**config.mk**
```make
export PLATFORM = sky130hd
export DESIGN_NAME = taillamp_ctrl
export DESIGN_NICKNAME = d
export VERILOG_FILES = /design/src/rtl/taillamp_pkg.sv /design/src/rtl/taillamp_ctrl_tick_gen.sv /design/src/rtl/taillamp_ctrl.sv
export SDC_FILE = /design/constraint.sdc
export NUM_CORES = 1
export LEC_CHECK = 0
export CORE_UTILIZATION = 45
export DETAILED_ROUTE_END_ITERATION = 8
export HOLD_SLACK_MARGIN = 0.12
export PLACE_DENSITY_LB_ADDON = 0.08
export SYNTH_ARGS = -nofsm -noshare
export SYNTH_HDL_FRONTEND = slang
export SYNTH_HIERARCHICAL = 1
export SYNTH_SLANG_ARGS = --single-unit
```
**constraint.sdc**
```tcl
create_clock -name CLK -period 3.9 [get_ports CLK]
set_clock_uncertainty 0.05 [all_clocks]
set_input_delay 0.975 -clock CLK [delete_from_list [all_inputs] [get_ports CLK]]
set_output_delay 0.975 -clock CLK [all_outputs]
set_load 0.01 [all_outputs]
```
**src/rtl/taillamp_pkg.sv**
```systemverilog
// Shared encodings for the tail-lamp controller: modes, sweep patterns and
// lamp group positions.
package taillamp_pkg;

  typedef enum logic [1:0] {
    MODE_IDLE  = 2'b00,
    MODE_LEFT  = 2'b01,
    MODE_RIGHT = 2'b10,
    MODE_HAZ   = 2'b11
  } mode_t;

  localparam int LEFT_HI  = 5;
  localparam int LEFT_LO  = 3;
  localparam int RIGHT_HI = 2;
  localparam int RIGHT_LO = 0;

  // Per-phase group patterns, phase 0 in the low slice; both sweep outward
  // from the innermost lamp.
  localparam logic [11:0] LEFT_PATS  = {3'b111, 3'b011, 3'b001, 3'b000};
  localparam logic [11:0] RIGHT_PATS = {3'b111, 3'b110, 3'b100, 3'b000};

  function automatic logic [2:0] left_pat(input logic [1:0] ph);
    return LEFT_PATS[ph*3 +: 3];
  endfunction

  function automatic logic [2:0] right_pat(input logic [1:0] ph);
    return RIGHT_PATS[ph*3 +: 3];
  endfunction

endpackage

```
**src/rtl/taillamp_ctrl_tick_gen.sv**
```systemverilog
// Blink-tick divider: TICK is high for the last cycle of every DIV-cycle
// period; clr restarts the period so a new mode gets a full first phase.
module tick_gen #(
  parameter int DIV = 25_000_000
) (
  input  logic CLK,
  input  logic RST,
  input  logic clr,
  output logic TICK
);

  localparam int CW = (DIV > 1) ? $clog2(DIV) : 1;
  localparam logic [CW-1:0] LAST = CW'(DIV - 1);

  logic [CW-1:0] cnt;

  always_ff @(posedge CLK or posedge RST) begin
    if (RST) begin
      cnt <= '0;
    end else if (clr || cnt == LAST) begin
      cnt <= '0;
    end else begin
      cnt <= cnt + 1'b1;
    end
  end

  assign TICK = (cnt == LAST);

endmodule

```
**src/rtl/taillamp_ctrl.sv**
```systemverilog
// Tail-lamp controller: synchronises the switches, arbitrates a lamp mode,
// sequences turn sweeps / hazard flash and overlays the brake lamps.
module taillamp_ctrl
  import taillamp_pkg::*;
#(
  parameter int DIV = 25_000_000
) (
  input  logic       CLK,
  input  logic       RST,
  input  logic       LEFT,
  input  logic       RIGHT,
  input  logic       HAZ,
  input  logic       BRAKE,
  output logic [5:0] lamp,
  output logic [1:0] MODE,
  output logic       TICK,
  output logic [1:0] dbg_phase
);

  logic [3:0] sync1;
  logic [3:0] sync2;
  logic       left_s;
  logic       right_s;
  logic       haz_s;
  logic       brake_s;
  mode_t      mode;
  mode_t      mode_n;
  mode_t      req;
  logic [1:0] phase;
  logic [1:0] phase_n;
  logic       clr;
  logic [5:0] lamp_n;

  always_ff @(posedge CLK or posedge RST) begin
    if (RST) begin
      sync1 <= '0;
      sync2 <= '0;
    end else begin
      sync1 <= {LEFT, RIGHT, HAZ, BRAKE};
      sync2 <= sync1;
    end
  end

  assign {left_s, right_s, haz_s, brake_s} = sync2;

  tick_gen #(.DIV(DIV)) u_tick (
    .CLK  (CLK),
    .RST  (RST),
    .clr  (clr),
    .TICK (TICK)
  );

  always_comb begin
    req = MODE_IDLE;
    if (haz_s) begin
      req = MODE_HAZ;
    end else if (left_s && !right_s) begin
      req = MODE_LEFT;
    end else if (right_s && !left_s) begin
      req = MODE_RIGHT;
    end
  end

  // Every mode entry clears the divider; a sweep only ends at phase 0.
  always_comb begin
    mode_n  = mode;
    phase_n = phase;
    clr     = 1'b0;
    case (mode)
      MODE_IDLE: begin
        if (req != MODE_IDLE) begin
          mode_n  = req;
          phase_n = 2'd1;
          clr     = 1'b1;
        end
      end
      MODE_LEFT, MODE_RIGHT: begin
        if (req == MODE_HAZ) begin
          mode_n  = MODE_HAZ;
          phase_n = 2'd1;
          clr     = 1'b1;
        end else if (TICK) begin
          if (phase != 2'd0) begin
            phase_n = phase + 2'd1;
          end else if (req == mode) begin
            phase_n = 2'd1;
          end else if (req == MODE_IDLE) begin
            mode_n  = MODE_IDLE;
            phase_n = 2'd0;
            clr     = 1'b1;
          end else begin
            mode_n  = req;
            phase_n = 2'd1;
            clr     = 1'b1;
          end
        end
      end
      MODE_HAZ: begin
        if (TICK) begin
          if (!haz_s) begin
            mode_n  = MODE_IDLE;
            phase_n = 2'd0;
            clr     = 1'b1;
          end else begin
            phase_n = {1'b0, ~phase[0]};
          end
        end
      end
      default: begin
        mode_n  = MODE_IDLE;
        phase_n = 2'd0;
      end
    endcase
  end

  // Lamps are computed from the next state so they change with MODE.
  always_comb begin
    lamp_n = '0;
    case (mode_n)
      MODE_IDLE: lamp_n = {6{brake_s}};
      MODE_LEFT: begin
        lamp_n[LEFT_HI:LEFT_LO]   = left_pat(phase_n);
        lamp_n[RIGHT_HI:RIGHT_LO] = {3{brake_s}};
      end
      MODE_RIGHT: begin
        lamp_n[LEFT_HI:LEFT_LO]   = {3{brake_s}};
        lamp_n[RIGHT_HI:RIGHT_LO] = right_pat(phase_n);
      end
      MODE_HAZ: lamp_n = {6{phase_n[0]}};
      default:  lamp_n = '0;
    endcase
  end

  always_ff @(posedge CLK or posedge RST) begin
    if (RST) begin
      mode  <= MODE_IDLE;
      phase <= 2'd0;
      lamp  <= '0;
    end else begin
      mode  <= mode_n;
      phase <= phase_n;
      lamp  <= lamp_n;
    end
  end

  assign MODE      = mode;
  assign dbg_phase = phase;

endmodule
```
==> results of run 1 <==
-- cells by family after synthesis --
| kind of cell | share of synthesized area |
|---|---|
| and+or+nand+nor | 0.220 |
| xor gates and xnor gates | 0.0599 |
| AOI/OAI and AO/OA | 0.161 |
| adders and majority gates | 0.0228 |
| muxes | 0.00513 |
| buffers and inverters | 0.0405 |
| DFF | 0.490 |
-- report_power, final --
| part | total [mW] | internal [mW] | switching (mW) |
|---|---|---|---|
| sequential | 0.572 | 0.518 | 0.0542 |
| combinational | 0.638 | 0.283 | 0.356 |
| clock | 0.277 | 0.125 | 0.153 |
| total | 1.49 | 0.925 | 0.562 |
-- layer usage --
metal  vias to the layer above  wire length, um  global-route usage
li1                        847                -                   -
met1                       792             2180               0.259
met2                        34             1840               0.276
met3                         4              165              0.0450
met4                         0               38              0.0479
met5                         -                0                   0
-- layout make-up --
cell class | instances | area (um^2)
fill | 435 | 2190
sequential | 43 | 1080
multi-input combinational | 163 | 1040
timing repair buffer | 18 | 175
clock buffer | 5 | 68.8
tap | 54 | 67.6
inverter | 14 | 52.6
clock inverter | 3 | 20.0
-- cells in the mapped netlist, types with 4 or more instances --
| library cell | count |
|---|---|
| nand3_1 | 9 |
| xor2_1 | 4 |
| buf_2 | 5 |
| or3_1 | 5 |
| nand4_1 | 6 |
| a21oi_1 | 13 |
| inv_1 | 14 |
| o21ai_0 | 8 |
| xnor2_1 | 11 |
| ha_1 | 4 |
| dfrtp_1 | 43 |
| or4_1 | 10 |
| a31oi_1 | 4 |
| nor2_1 | 26 |
| o31ai_1 | 6 |
| nor3_1 | 4 |
| o21ai_1 | 4 |
| nand2_1 | 12 |
-- sequential cells by signal, summed over array words and instances, names as in the netlist --
name / cells
u_tick/cnt: 25
lamp: 6
sync1: 4
sync2: 4
MODE: 2
dbg_phase: 2
-- path summary, 6_finish.rpt --
kind	startpoint	endpoint	slack [ps]	cells after the start
setup reg to reg	u_tick/cnt[7]	lamp[3]	920	8
setup / recovery	u_tick/cnt[7]	TICK	480	4
min in group asynchronous	RST	lamp[2]	1050	2
max in group asynchronous	RST	u_tick/cnt[12]	2030	2
hold / removal	sync1[2]	sync2[2]	300	0
hold reg to reg	sync1[2]	sync2[2]	300	0
-- through the flow --
| stage | hold slack (ps) | power (mW) | util |
|---|---|---|---|
| after floorplan | 281 | 1.00 | - |
| after global placement | 281 | 1.22 | 0.514 |
| after detailed placement | 285 | 1.22 | 0.514 |
| after CTS | 305 | 1.51 | 0.533 |
| after global routing | 311 | 1.59 | 0.533 |
| final | 301 | 1.49 | 0.533 |
==> flow_metrics.env, run 1 <==
export IMPL_setup_violations=0
export IMPL_n_antenna_cell=0
export IMPL_synth_edf_count=0
export IMPL_dp_slack_ps=801
export IMPL_max_clock_freq_ghz=0.292
export IMPL_hpwl_mm=2.97
export IMPL_place_inst=292
export IMPL_worst_path_max_fanout=11
export IMPL_drt_total_wl_mm=4.23
export IMPL_slowest_stage="or4_1"
export IMPL_grt_max_degree=26
export IMPL_wl_per_cell_um=14.1
export IMPL_pin_count=17
export IMPL_dieArea_mm2=0.00516
export IMPL_peakVddDrop_mv=0.366
export IMPL_viasPerCell=5.59
export IMPL_die_y_um=71.8
export IMPL_overflow=0
export IMPL_worst_pin_slew_ps=967
export IMPL_fin_cells=300
export IMPL_crit_buf_inv=2
export IMPL_setup_ws_ps=479
export IMPL_synth_top_cell_by_area="dfrtp_1"
export IMPL_final_common_cell="dfrtp_1"
export IMPL_drt_initial_drc_count=110
export IMPL_syn_inst=228
export IMPL_final_cell_mix="dfrtp_1, nor2_1, clkdlybuf4s50_1"
export IMPL_port_buffers=16
export IMPL_finalNetCount=255
export IMPL_ys_ff_latch=43
export IMPL_fp_dieW_um=71.8
export IMPL_cap_viol_max_count=0
export IMPL_cts_hold_buffers=0
export IMPL_drtPass1Iterations=4
export IMPL_max_slew_margin=0.355
export IMPL_syn_nets=238
export IMPL_critPathLaunchType="flip-flop"
export IMPL_gp_congestion=0.819
export IMPL_area_delta_synth_final_pct=14.0
export IMPL_setup_tns_ps=0
export IMPL_post_cts_buffers=0
export IMPL_slowest_delay_ps=600
export IMPL_synthFlopType="dfrtp_1"
export IMPL_netlist_top_cells_area="dfrtp_1, nor2_1, xnor2_1"
export IMPL_cts_buffers=5
export IMPL_ys_seq_area_frac=0.490
export IMPL_ys_warn_count=6
export IMPL_drive_gt1_frac=0.0894
export IMPL_power_leakage_nw=1.03
export IMPL_synth_top_cell_area_share=0.490
export IMPL_design_area_mm2=0.00250
export IMPL_antenna_found_initial=0
export IMPL_setup_worst_path_end_class="output pin"
export IMPL_clockRootBuffer="clkbuf_8"
export IMPL_post_route_drc_count=0
export IMPL_cp_arrival_ps=2400
export IMPL_cts_tree="built"
export IMPL_ctsResizeCount=0
export IMPL_vias=1677
export IMPL_period_share=0.877
export IMPL_hp_class="reg -> reg"
export IMPL_grt_pass1_wl_mm=7.22
export IMPL_clock_latency_ps=290
export IMPL_crit_type="reg -> out"
export IMPL_place_area_mm2=0.00241
export IMPL_htreeDepth=2
export IMPL_cts_sinks=43
export IMPL_grt_use_total=0.181
export IMPL_synthArstFlopShare=1.00
export IMPL_clk_pin_slew_ps=80
export IMPL_synthDistinctLibCells=43
export IMPL_placementRows=25
export IMPL_finalHoldViolations=0
export IMPL_antenna_left=0
export IMPL_netlist_area_mm2=0.00219
export IMPL_postSynthAreaPerCell_um2=9.63
export IMPL_path_delay_family="simple AND/OR/NAND/NOR gates"
export IMPL_rsz0062_at_grt="no"
export IMPL_required_ps=2870
export IMPL_core_region_area_mm2=0.00469
export IMPL_path_cells="or4_1, nor4_1, buf_4, clkdlybuf4s50_1"
export IMPL_fin_crit_ps=3420
export IMPL_status="finished clean"
export IMPL_clockBufferDepth=2
export IMPL_finalMaxSlewViolations=0
export IMPL_grt_pass1_vias=1585
export IMPL_initial_utilization=0.468
export IMPL_p_per_area_mw_per_mm2=595
Note: power is estimated with default switching activity, not from simulation.
==> run 2, diff against run 1 <==
- ABC_AREA: default -> 1
- ABC_CLOCK_PERIOD_IN_PS: default -> 3900
==> run 2 against run 1 <==
Compared with the run above: setup slack improved by 33 ps; routed wire length rose by 17%; utilization rose by 0.75 points; largest power group unchanged; sequential power barely moved; largest cell class is now multi-input combinational cells.
==> flow_metrics.env, run 2 <==
export IMPL_synthSimpleGateAreaFrac=0.369
export IMPL_grt_use_total=0.189
export IMPL_p_int_mw=1.00
export IMPL_synthTopCellsByCount="nand2_1, nor2_1, dfrtp_1, inv_1, nor2_2"
export IMPL_n_antenna_cell=0
export IMPL_clockBufferDepth=2
export IMPL_synthMuxAreaShare=0
export IMPL_slowest_stage="clkdlybuf4s50_1"
export IMPL_setup_tns_ps=0
export IMPL_syn_inst=321
export IMPL_peakVddDrop_mv=0.261
export IMPL_ys_warn_count=6
export IMPL_grt_met3_usage=0.0371
export IMPL_synth_most_common_cell="nand2_1"
export IMPL_initial_utilization=0.478
export IMPL_core_region_area_mm2=0.00524
export IMPL_path_delay_family="buffers and inverters"
export IMPL_final_common_cell="nand2_1"
export IMPL_grt_busiest_layer="met1"
export IMPL_synthArstFlopShare=1.00
export IMPL_grt_max_degree=26
export IMPL_syn_nets=331
export IMPL_use_met2=0.267
export IMPL_setup_worst_path_end_class="output pin"
export IMPL_max_slew_margin=0.359
export IMPL_finalHoldViolations=0
export IMPL_synth_edf_count=0
export IMPL_post_cts_buffers=0
export IMPL_cts_sinks=43
export IMPL_fp_dieW_um=76.6
export IMPL_drtPass1Iterations=4
export IMPL_dp_slack_ps=851
export IMPL_fill_cells=508
export IMPL_synthFlopType="dfrtp_1"
export IMPL_p_sw_frac=0.402
export IMPL_die_y_um=76.6
export IMPL_pin_count=17
export IMPL_ys_seq_area_frac=0.429
export IMPL_clk_pin_slew_ps=80
export IMPL_whs_ps=302
export IMPL_slowest_delay_ps=620
export IMPL_wl_per_cell_um=11.9
export IMPL_max_clock_freq_ghz=0.295
export IMPL_synth_fa_ha_area_frac=0.0200
export IMPL_dieArea_mm2=0.00587
export IMPL_rsz0062_at_grt="no"
export IMPL_fin_crit_ps=3390
export IMPL_setup_ws_ps=512
export IMPL_netlist_top_cells_area="dfrtp_1, nand2_1, nor2_2"
export IMPL_status="finished clean"
export IMPL_path_cells="ha_1, nand2_2, inv_1, nand3_1, nor2_1, clkdlybuf4s50_1"
export IMPL_hpwl_mm=3.74
export IMPL_required_ps=2870
export IMPL_htreeDepth=2
export IMPL_seqPwrFrac=0.341
export IMPL_regMostFlops="u_tick/cnt"
export IMPL_drt_total_wl_mm=4.93
export IMPL_placementRows=26
export IMPL_worst_path_max_fanout=6
export IMPL_finalNetCount=352
export IMPL_worst_pin_slew_ps=960
export IMPL_largest_reg_flops=25
export IMPL_hp_class="reg -> reg"
export IMPL_synth_top_cell_area_share=0.429
export IMPL_cap_viol_max_count=0
export IMPL_synth_xor_area_share=0.0594
export IMPL_crit_buf_inv=2
export IMPL_clockRootBuffer="clkbuf_8"
export IMPL_viasPerCell=4.84
export IMPL_area_delta_synth_final_pct=13.0
export IMPL_netlist_area_mm2=0.00251
export IMPL_setup_violations=0
export IMPL_cp_arrival_ps=2360
export IMPL_antenna_found_initial=0
export IMPL_synth_top_family_by_area="simple AND/OR/NAND/NOR gates"
export IMPL_cts_buffers=5
export IMPL_drive_gt1_frac=0.181
export IMPL_switching_power_uw=675
export IMPL_postSynthAreaPerCell_um2=7.81
export IMPL_post_route_drc_count=0
export IMPL_comb_power_share=0.446
export IMPL_overflow=0
export IMPL_p_per_area_mw_per_mm2=593
export IMPL_antenna_left=0
export IMPL_vias=2000
export IMPL_synth_compound_area_share=0.0514
export IMPL_drt_initial_drc_count=117
export IMPL_cts_tree="built"
export IMPL_grt_pass1_wl_mm=8.60
export IMPL_clock_latency_ps=290
export IMPL_gp_congestion=0.853
export IMPL_finalMaxSlewViolations=0
export IMPL_use_met1=0.286
export IMPL_grt_pass1_vias=1855
export IMPL_final_cell_mix="nand2_1, nor2_1, dfrtp_1"
export IMPL_synthDistinctLibCells=30
export IMPL_power_leakage_nw=1.20
export IMPL_ys_ff_latch=43
export IMPL_port_buffers=16
export IMPL_synth_top_cell_by_area="dfrtp_1"
export IMPL_p_clk_frac=0.212
export IMPL_crit_type="reg -> out"
export IMPL_top_regs="u_tick/cnt: 25 flops, lamp: 6 flops"
export IMPL_period_share=0.869
export IMPL_critPathLaunchType="flip-flop"
export IMPL_ctsResizeCount=0
export IMPL_cts_hold_buffers=0
## run 2: cell types whose count changed after synthesis, moves of 6 or more
cell / before / now
a21oi_1: 13 / 2
nor2_2: 0 / 28
o31ai_1: 6 / 0
xor2_1: 4 / 10
inv_1: 14 / 28
nor2_1: 26 / 46
or4_1: 10 / 0
inv_2: 0 / 7
nand2_1: 12 / 90
nand3_1: 9 / 18
## run 2: worst register-to-register path, cell delays in order (launching register included)
cell	delay [ps]
dfrtp_1	450
ha_1	310
nand2_2	110
inv_1	140
nand3_1	90
nor2_1	360
nand2_1	160
inv_1	130
o21ai_0	90
nand2_1	60
nand2_1	50
a31oi_1	130
inv_1	90
nand2_4	320
nor2_1	110
## run 2: per-stage QoR
step                      utilization  power (mW)  std cells  instance area (um^2)
after floorplan                     -        1.20        321                  2510
after global placement          0.518        1.33        405                  2710
after detailed placement        0.518        1.33        405                  2710
after CTS                       0.541        1.70        413                  2830
after global routing            0.541        1.81        413                  2830
final                           0.541        1.68        413                  2830
## run 2: layer usage
metal	up-vias	part of all wire
li1	1034	-
met5	-	0
met4	0	0.0089
met3	5	0.048
met1	909	0.53
met2	52	0.41
## run 2: logic make-up after synthesis
kind of cell / count (synthesis)
adder cells (fa/ha/maj): 4
AND/OR/NAND/NOR: 201
flip-flops: 43
AO/OA/AOI/OAI: 18
XOR/XNOR: 17
buffers and inverters: 38
## run 2: cell type report
| class | instances | area (um^2) | share of cell area |
|---|---|---|---|
| Multi-Input combinational cell | 240 | 1250 | 0.442 |
| Sequential cell | 43 | 1080 | 0.380 |
| Tap cell | 70 | 87.6 | 0.0309 |
| Clock buffer | 6 | 82.6 | 0.0292 |
| Clock inverter | 2 | 35.0 | 0.0124 |
| Timing Repair Buffer | 16 | 160 | 0.0566 |
| Inverter | 36 | 138 | 0.0486 |
## run 2: power by group through the flow
stage	sequential, mW	combinational, mW	clock (mW)
2_1_floorplan	0.595	0.601	0
3_3_place_gp	0.579	0.753	0
3_5_place_dp	0.580	0.750	0
4_1_cts	0.572	0.754	0.370
5_1_grt	0.581	0.836	0.391
6_report	0.573	0.749	0.356
## run 2: final timing paths
kind / from / to / slack (ps) / depth (start not counted)
worst max register to register: u_tick/cnt[0] / u_tick/cnt[12] / 1130 / 14
max in group asynchronous: RST / u_tick/cnt[10] / 2040 / 2
min in group asynchronous: RST / MODE[1] / 1060 / 2
worst min-delay path: sync1[0] / sync2[0] / 300 / 0
worst max-delay path: u_tick/cnt[0] / TICK / 510 / 6
worst min register to register: sync1[0] / sync2[0] / 300 / 0
